### src/rtl/mem_dump_pkg.sv
// mem_dump shared types: FSM state encoding and word geometry.
// MEM_DUMP_CHECKSUM_EN adds the checksum states.
package mem_dump_pkg;

  localparam int BYTES_PER_WORD = 4;
  localparam int IDX_W = 2;

`ifdef MEM_DUMP_CHECKSUM_EN
  typedef enum logic [2:0] {
    S_IDLE      = 3'd0,
    S_ADDR      = 3'd1,
    S_FETCH     = 3'd2,
    S_SEND      = 3'd3,
    S_WAIT_TX   = 3'd4,
    S_CSUM      = 3'd5,
    S_CSUM_WAIT = 3'd6,
    S_FIN       = 3'd7
  } state_t;
`else
  typedef enum logic [2:0] {
    S_IDLE    = 3'd0,
    S_ADDR    = 3'd1,
    S_FETCH   = 3'd2,
    S_SEND    = 3'd3,
    S_WAIT_TX = 3'd4,
    S_FIN     = 3'd7
  } state_t;
`endif

endpackage

### src/rtl/mem_dump_ser.sv
// Word register and little-endian byte selector for the dump path.
module mem_dump_ser
  import mem_dump_pkg::*;
(
  input  logic        clk,
  input  logic        rst_n,
  input  logic        load,
  input  logic        next,
  input  logic [31:0] rdata,
  output logic [7:0]  byte_out,
  output logic        last
);

  logic [31:0]      word;
  logic [IDX_W-1:0] idx;

  always_ff @(posedge clk or negedge rst_n) begin
    if (!rst_n) begin
      word <= '0;
      idx  <= '0;
    end else if (load) begin
      word <= rdata;
      idx  <= '0;
    end else if (next) begin
      idx  <= idx + IDX_W'(1);
    end
  end

  assign byte_out = word[{idx, 3'b000} +: 8];
  assign last = (idx == IDX_W'(BYTES_PER_WORD - 1));

endmodule

### src/rtl/mem_dump_ctrl.sv
// Dumps a ROM range byte-wise to a UART transmitter.
// MEM_DUMP_CHECKSUM_EN appends an XOR checksum byte.
module mem_dump_ctrl
  import mem_dump_pkg::*;
#(
  parameter int ADDR_W = 13,
  parameter int CNT_W  = 14
) (
  input  logic              clk,
  input  logic              rst_n,
  input  logic              start,
  input  logic [ADDR_W-1:0] base_addr,
  input  logic [CNT_W-1:0]  word_count,
  input  logic              abort,
  output logic [ADDR_W-1:0] mem_addr,
  input  logic [31:0]       mem_rdata,
  output logic [7:0]        tx_byte,
  output logic              tx_send,
  input  logic              tx_done,
  output logic              busy,
  output logic              done
);

  state_t           state;
  state_t           nxt;
  logic [CNT_W-1:0] remain;
  logic             abort_pend;
  logic             abort_any;
  logic             accept;
  logic             load;
  logic             next;
  logic             last;
  logic             word_end;
  logic [7:0]       ser_byte;

  assign abort_any = abort | abort_pend;
  assign accept = (state == S_IDLE) && start
                  && (word_count != '0);
  assign load = (state == S_FETCH);
  assign next = (state == S_WAIT_TX) && tx_done
                && !abort_any && !last;
  assign word_end = (state == S_WAIT_TX) && tx_done
                    && !abort_any && last
                    && (remain > CNT_W'(1));
  assign busy = (state != S_IDLE) && (state != S_FIN);

  mem_dump_ser u_ser (
    .clk      (clk),
    .rst_n    (rst_n),
    .load     (load),
    .next     (next),
    .rdata    (mem_rdata),
    .byte_out (ser_byte),
    .last     (last)
  );

  always_comb begin
    nxt = state;
    unique case (state)
      S_IDLE:
        if (start)
          nxt = (word_count == '0) ? S_FIN : S_ADDR;
      S_ADDR:  nxt = abort_any ? S_FIN : S_FETCH;
      S_FETCH: nxt = abort_any ? S_FIN : S_SEND;
      S_SEND:  nxt = abort_any ? S_FIN : S_WAIT_TX;
      S_WAIT_TX:
        if (tx_done) begin
          if (abort_any)
            nxt = S_FIN;
          else if (!last)
            nxt = S_SEND;
          else if (remain > CNT_W'(1))
            nxt = S_ADDR;
          else
`ifdef MEM_DUMP_CHECKSUM_EN
            nxt = S_CSUM;
`else
            nxt = S_FIN;
`endif
        end
`ifdef MEM_DUMP_CHECKSUM_EN
      S_CSUM: nxt = abort_any ? S_FIN : S_CSUM_WAIT;
      S_CSUM_WAIT:
        if (tx_done)
          nxt = S_FIN;
`endif
      S_FIN:   nxt = S_IDLE;
      default: nxt = S_IDLE;
    endcase
  end

  always_ff @(posedge clk or negedge rst_n) begin
    if (!rst_n) begin
      state      <= S_IDLE;
      mem_addr   <= '0;
      remain     <= '0;
      abort_pend <= 1'b0;
      done       <= 1'b0;
    end else begin
      state <= nxt;
      done  <= (state == S_FIN);
      if (accept) begin
        mem_addr <= base_addr;
        remain   <= word_count;
      end else if (word_end) begin
        mem_addr <= mem_addr + ADDR_W'(1);
        remain   <= remain - CNT_W'(1);
      end
      // abort is sticky so a short pulse still ends the dump
      if (state == S_IDLE || state == S_FIN)
        abort_pend <= 1'b0;
      else if (abort)
        abort_pend <= 1'b1;
    end
  end

`ifdef MEM_DUMP_CHECKSUM_EN
  logic [7:0] csum;
  logic       csum_sel;

  assign tx_send = ((state == S_SEND) || (state == S_CSUM))
                   && !abort_any;
  assign tx_byte = csum_sel ? csum : ser_byte;

  always_ff @(posedge clk or negedge rst_n) begin
    if (!rst_n) begin
      csum     <= '0;
      csum_sel <= 1'b0;
    end else if (accept) begin
      csum     <= '0;
      csum_sel <= 1'b0;
    end else begin
      if (state == S_SEND && tx_send)
        csum <= csum ^ ser_byte;
      if (state == S_WAIT_TX && nxt == S_CSUM)
        csum_sel <= 1'b1;
    end
  end
`else
  assign tx_send = (state == S_SEND) && !abort_any;
  assign tx_byte = ser_byte;
`endif

endmodule

### config.mk
export PLATFORM = sky130hd
export DESIGN_NAME = mem_dump_ctrl
export DESIGN_NICKNAME = d
export VERILOG_FILES = /design/src/rtl/mem_dump_pkg.sv /design/src/rtl/mem_dump_ser.sv /design/src/rtl/mem_dump_ctrl.sv
export SDC_FILE = /design/constraint.sdc
export NUM_CORES = 1
export LEC_CHECK = 0
export ABC_AREA = 1
export CORE_ASPECT_RATIO = 1.1
export CORE_MARGIN = 3
export CORE_UTILIZATION = 51
export CTS_CLUSTER_DIAMETER = 120
export CTS_CLUSTER_SIZE = 8
export DETAILED_ROUTE_END_ITERATION = 8
export GPL_TIMING_DRIVEN = 0
export PLACE_DENSITY_LB_ADDON = 0.25
export SLEW_MARGIN = 10
export SYNTH_ARGS = -nofsm -noshare
export SYNTH_HDL_FRONTEND = slang
export SYNTH_SLANG_ARGS = --single-unit
### constraint.sdc
create_clock -name clk -period 2.5 [get_ports clk]
set_clock_uncertainty 0.15 [all_clocks]
set_input_delay 0.25 -clock clk [delete_from_list [all_inputs] [get_ports clk]]
set_output_delay 0.25 -clock clk [all_outputs]
set_load 0.01 [all_outputs]
== Yosys cells after proc, flatten, opt, wreduce, memory -nomap -nowiden ==
Index checks and enable logic that the tools add are counted.

* Add/sub/neg operators: 3
* Multiply operators: 0
* Divide/modulo/power cells: 0
* $lt $le $gt $ge: 1
* Eq/ne operators: 9
* Shift-type cells: 1
* Multiplexer cells: 18
* Bitwise operators: 1
* Reduce and logical (&&, ||, !) cells: 20

{| class="wikitable"
|+ Operators by type and width
! operator !! number
|-
| $shiftx 32x6->8 || 1
|-
| $mux 14 || 2
|-
| $mux 13 || 2
|-
| $mux 3 || 8
|-
| $pmux 3 s5 || 1
|-
| $gt 14x1->1 const B || 1
|-
| $logic_not 14->1 || 1
|-
| $reduce_bool 14->1 || 1
|-
| $sub 14x1->14 const B || 1
|-
| $add 13x1->13 const B || 1
|-
| $logic_and 1x1->1 || 9
|-
| $eq 3x2->1 const B || 2
|-
| $eq 3x3->1 const B || 2
|-
| $mux 2 || 3
|-
| $reduce_bool 2->1 || 3
|-
| $ne 2x2->1 const B || 2
|-
| $eq 3x1->1 const B || 1
|-
| $logic_not 3->1 || 1
|-
| $ne 3x3->1 const B || 1
|-
| $reduce_bool 3->1 || 1
|-
| $add 2x1->2 const B || 1
|-
| $eq 2x2->1 const B || 1
|-
| $logic_not 1->1 || 2
|-
| $mux 1 || 2
|-
| other kinds (3) || 3
|}

* Register bits after elaboration: 66
* Bits in latches: 0
* Bits in writable memories: 0
* Memory bits (read-only): 0
* Bits of input ports: 64
* Output and inout port bits: 24
* Word-level logic and storage cells: 60
* Memories kept: 0

== Depth between registers and ports, before layout ==
* Depth after elaboration: 7
* Mapped depth: 14
* Gate-level depth less buffers: 12

== Cells and area by module ==
From an unflattened synthesis, not the netlist that was laid out.

* Cells, all modules: 579
* Area total of the unflattened synthesis: 4020.1 µm²

{| class="wikitable"
|+ Modules (own cells, without submodules)
! module !! instances !! cells an instance !! area each (µm²)
|-
| mem_dump_ctrl || 1 || 372 || 2382.3
|-
| mem_dump_ser || 1 || 207 || 1637.8
|}

== Least setup slack after synthesis ==
Ideal clock, no wire load.

* Kind: register -> register
* Start: register remain[0]
* End: register mem_addr[4]
* Library setup time: 0.117 ns
* Data arrival time: 1.596 ns
* Setup slack: 0.637 ns
* Stages on the path, launching flop included: 14
* Buffers on the path: 2
* Clock period less this slack: 1.863 ns
* Path through: dfrtp_1 > inv_1 > ha_1 > inv_1 > nand2_1 > nand2_1 > nor2_1 > nand2_1 > nand3_4 > nand2_2 > buf_6 > buf_4 > nand2_1 > nand2_1

* Longest elaborated chain between the ends: 3

{| class="wikitable"
|+ RTL lines
! what !! RTL line !! text
|-
| from (decl) || mem_dump_ctrl.sv:26 || <nowiki>logic [CNT_W-1:0] remain;</nowiki>
|-
| from (signal assigned) || mem_dump_ctrl.sv:104 || <nowiki>remain <= word_count;</nowiki>
|-
| from (signal assigned) || mem_dump_ctrl.sv:107 || <nowiki>remain <= remain - CNT_W'(1);</nowiki>
|-
| $gt 14x1->1 || mem_dump_ctrl.sv:44 || <nowiki>&& (remain > CNT_W'(1));</nowiki>
|-
| $logic_and 1x1->1 || mem_dump_ctrl.sv:44 ||
|-
| $reduce_bool 2->1 (no source line) || n/a ||
|-
| to (signal assigned) || mem_dump_ctrl.sv:103 || <nowiki>mem_addr <= base_addr;</nowiki>
|-
| to (signal assigned) || mem_dump_ctrl.sv:106 || <nowiki>mem_addr <= mem_addr + ADDR_W'(1);</nowiki>
|-
| to (decl) || mem_dump_ctrl.sv:15 || <nowiki>output logic [ADDR_W-1:0] mem_addr,</nowiki>
|}

No other way between the ends.
A chain may end at the register's enable or synchronous reset.

== Worst setup path after layout ==
* Start: register u_ser.idx[0]
* End: output tx_byte[2]

* Longest elaborated chain between the ends: 1

{| class="wikitable"
|+ RTL lines
! what !! RTL line !! text
|-
| from (decl) || mem_dump_ser.sv:15 || <nowiki>logic [IDX_W-1:0] idx;</nowiki>
|-
| from (signal assigned) || mem_dump_ser.sv:25 || <nowiki>idx <= idx + IDX_W'(1);</nowiki>
|-
| $shiftx 32x6->8 || mem_dump_ser.sv:29 || <nowiki>assign byte_out = word[{idx, 3'b000} +: 8];</nowiki>
|-
| to (decl) || mem_dump_ctrl.sv:17 || <nowiki>output logic [7:0] tx_byte,</nowiki>
|}

No other way between the ends.

==> results.sh <==
export IMPL_max_stage_delay_ns=0.57
export IMPL_post_route_period_util_pct=96.7
export IMPL_synth_seq_cells=66
export IMPL_async_flop_share_pct=100
export IMPL_period_needed_ns=2.42
export IMPL_die_h_um=97.2
export IMPL_drt_wl_total_mm=10.2
export IMPL_gr_total_overflow=0
export IMPL_portBuffers=87
export IMPL_irDropWorstVdd_mv=0.677
export IMPL_crit_chain="inv_2 > clkbuf_4 > nor2_1 > o22ai_1 > clkdlybuf4s50_1"
export IMPL_clkLatencyLatePin_ns=0.35
export IMPL_crit_path_end_kind="output pin"
export IMPL_drc=0
export IMPL_worst_pin_slew_ns=0.535
export IMPL_final_cell_mix="273 x nand2_1, 84 x clkdlybuf4s50_1, 65 x dfrtp_1"
export IMPL_area_growth_syn_to_layout_pct=31.6
export IMPL_grt_max_degree=40
export IMPL_synth_edff_count=0
export IMPL_synth_area_per_cell_um2=6.76
export IMPL_powerDensity_nw_per_um2=1140
export IMPL_cts_setup_buffers=0
export IMPL_drtAntennaViolNets=0
export IMPL_cap_violations=0
export IMPL_clockBufferDepth=2
export IMPL_die_area_um2=8650
export IMPL_critPathSlowestCell="clkdlybuf4s50_1"
export IMPL_p_leak_nw=2.56
export IMPL_r2r_start="remain[0]$_DFFE_PN0P_"
export IMPL_cts_sinks=66
export IMPL_final_common_cell="nand2_1"
export IMPL_viasPerCell=5.27
export IMPL_rows=32
export IMPL_routabilityCongestion=0.933
export IMPL_drv_slew=0
export IMPL_dp_slack_ns=0.152
export IMPL_io_pins=88
export IMPL_setup_viol=0
export IMPL_design_core_area_um2=7170
export IMPL_dp_hpwl_mm=7.78
export IMPL_diodes=0
export IMPL_path_buf_inv=3
export IMPL_max_freq_ghz=0.413
export IMPL_antenna_found_initial=0
export IMPL_cts_root_buf="clkbuf_8"
export IMPL_yosysSeqAreaShare_pct=42.8
export IMPL_drive_above_1_share_pct=6.07
export IMPL_reg2reg_slack_ns=0.30
export IMPL_netlist_area_um2=3860
export IMPL_synth_area_top_cells="dfrtp_1 43%, nand2_1 27%, nand3_1 5.7%"
export IMPL_crit_type="register to output pin"
export IMPL_grt_pass1_vias=3792
export IMPL_yosysTopAreaCellShare_pct=42.8
export IMPL_drt_iter0_markers=238
export IMPL_fin_ws_ns=0.0815
export IMPL_cp_startpoint="u_ser.idx[0]$_DFFE_PN0P_"
export IMPL_final_core_util_pct=70.8
export IMPL_total_power_mw=5.79
export IMPL_outcome="finished, final reports clean"
export IMPL_worstSetupStartpointType="register"
export IMPL_clkTransAtPathRegs_ns=0.08
export IMPL_hold_ws_ns=0.205
export IMPL_worstHoldPathType="input pin to asynchronous set/reset pin"
export IMPL_grt_usage_pct=24.2
export IMPL_rsz0062_at_grt="no"
export IMPL_firstDrtPassIters=5
export IMPL_cts_tree="yes"
export IMPL_crit_family="buffers and inverters"
export IMPL_synth_cell_types=31
export IMPL_yosysWarnings=0
export IMPL_htree_num_levels=3
export IMPL_initial_core_util_pct=53.8
export IMPL_yosys_area_top_type="dfrtp_1"
export IMPL_die_width_um=88.9
export IMPL_fin_nets=739
export IMPL_routedWlPerCell_um=13.4
export IMPL_grt_pass1_wl_mm=16.6
export IMPL_synth_nets=639
export IMPL_synth_ff_type="dfrtp_1"
export IMPL_vias=4011
export IMPL_critPathMaxFanout=10
export IMPL_relSlewSlack_pct=64.2
export IMPL_synth_cells=571
export IMPL_crit_required_ns=2.10
export IMPL_crit_arrival_ns=2.02
export IMPL_cts_inserted_buffers=9
export IMPL_finalHoldViolations=0
[path summary, 6_finish.rpt]
check	depth (start not counted)	end
max	5	tx_byte[2]
min in group clk	3	u_ser.word[31]$_DFFE_PN0P_
max reg2reg	14	mem_addr[12]$_DFFE_PN0P_
min reg2reg	2	u_ser.word[10]$_DFFE_PN0P_
min	2	remain[11]$_DFFE_PN0P_
max in group asynchronous	3	u_ser.idx[0]$_DFFE_PN0P_
[where the power goes]
group / internal [mW] / switching (mW)
Sequential: 1.58 / 0.474
Clock: 0.489 / 0.437
Combinational: 1.24 / 1.57
Total: 3.31 / 2.48
[routing by layer]
layer / routed length (um) / up-vias / global-route usage, %
met2: 5150 / 155 / 41.3
met1: 4070 / 1850 / 29.4
li1: - / 1986 / -
met5: 0 / - / 0
met4: 213 / 0 / 9.05
met3: 765 / 20 / 4.92
[kinds of logic (layout without fill, tap and decap cells)]
kind of cell / count (synthesis) / count (layout) / share of synthesized area (%)
flip-flops: 66 / 66 / 42.8
AND/OR/NAND/NOR: 389 / 389 / 40.9
AO/OA/AOI/OAI: 45 / 45 / 6.26
buffers and inverters: 58 / 163 / 6.71
XOR/XNOR: 9 / 9 / 2.04
adder cells (fa/ha/maj): 4 / 4 / 1.30
[timing repair]
item	4_1_cts	5_1_grt
hold buffers	1	0
setup endpoints to repair	8	7
gates resized for setup	4	3
endpoints found under the hold margin	27	0
[synthesized netlist by cell type (2+ instances only)]
master      n
xor2_1      4
o22ai_1     8
xnor2_1     5
or2_2       2
buf_4       4
nand2_2     2
ha_1        4
clkbuf_1   10
dfrtp_1    66
inv_1      37
nand3_1    44
o21ai_0    32
buf_6       3
a21oi_1     2
nor2_2      2
nand2_1   273
nor2_1     57
nand4_1     3
[worst reg2reg max path, cell delays in order (launching register included)]
cell	delay (ns)
dfrtp_1	0.41
inv_1	0.13
ha_1	0.25
inv_1	0.08
nand2_1	0.06
nand2_1	0.04
nor2_1	0.18
nand2_1	0.14
nand3_4	0.13
nand2_2	0.07
buf_6	0.15
inv_4	0.08
buf_6	0.14
nand2_1	0.06
nand2_1	0.06
[area by class of cell]
cell class              count  area [um2]
clock inverters             6        65.1
fillers                   624        2090
plain buffers              18         111
multi-input cells         447        1950
repair buffers             89         903
inverters                  40         153
clock buffers              10         138
flip-flops and latches     66        1650
well taps                  85         106
[flip-flops by register name (all words and copies together), names as in the netlist]
signal / count
remain: 14
mem_addr: 13
u_ser.idx: 2
abort_pend: 1
done: 1
u_ser.word: 32
state: 3
[through the flow]
step / instances / cell area [um2] / TNS, ns
floorplan: 571 / 3860 / 0
global placement: 743 / 4840 / -76.27
detailed placement: 744 / 4850 / 0
CTS: 761 / 5070 / 0
global route: 761 / 5080 / 0
finish: 761 / 5080 / 0
(Power assumes the default switching activity.)
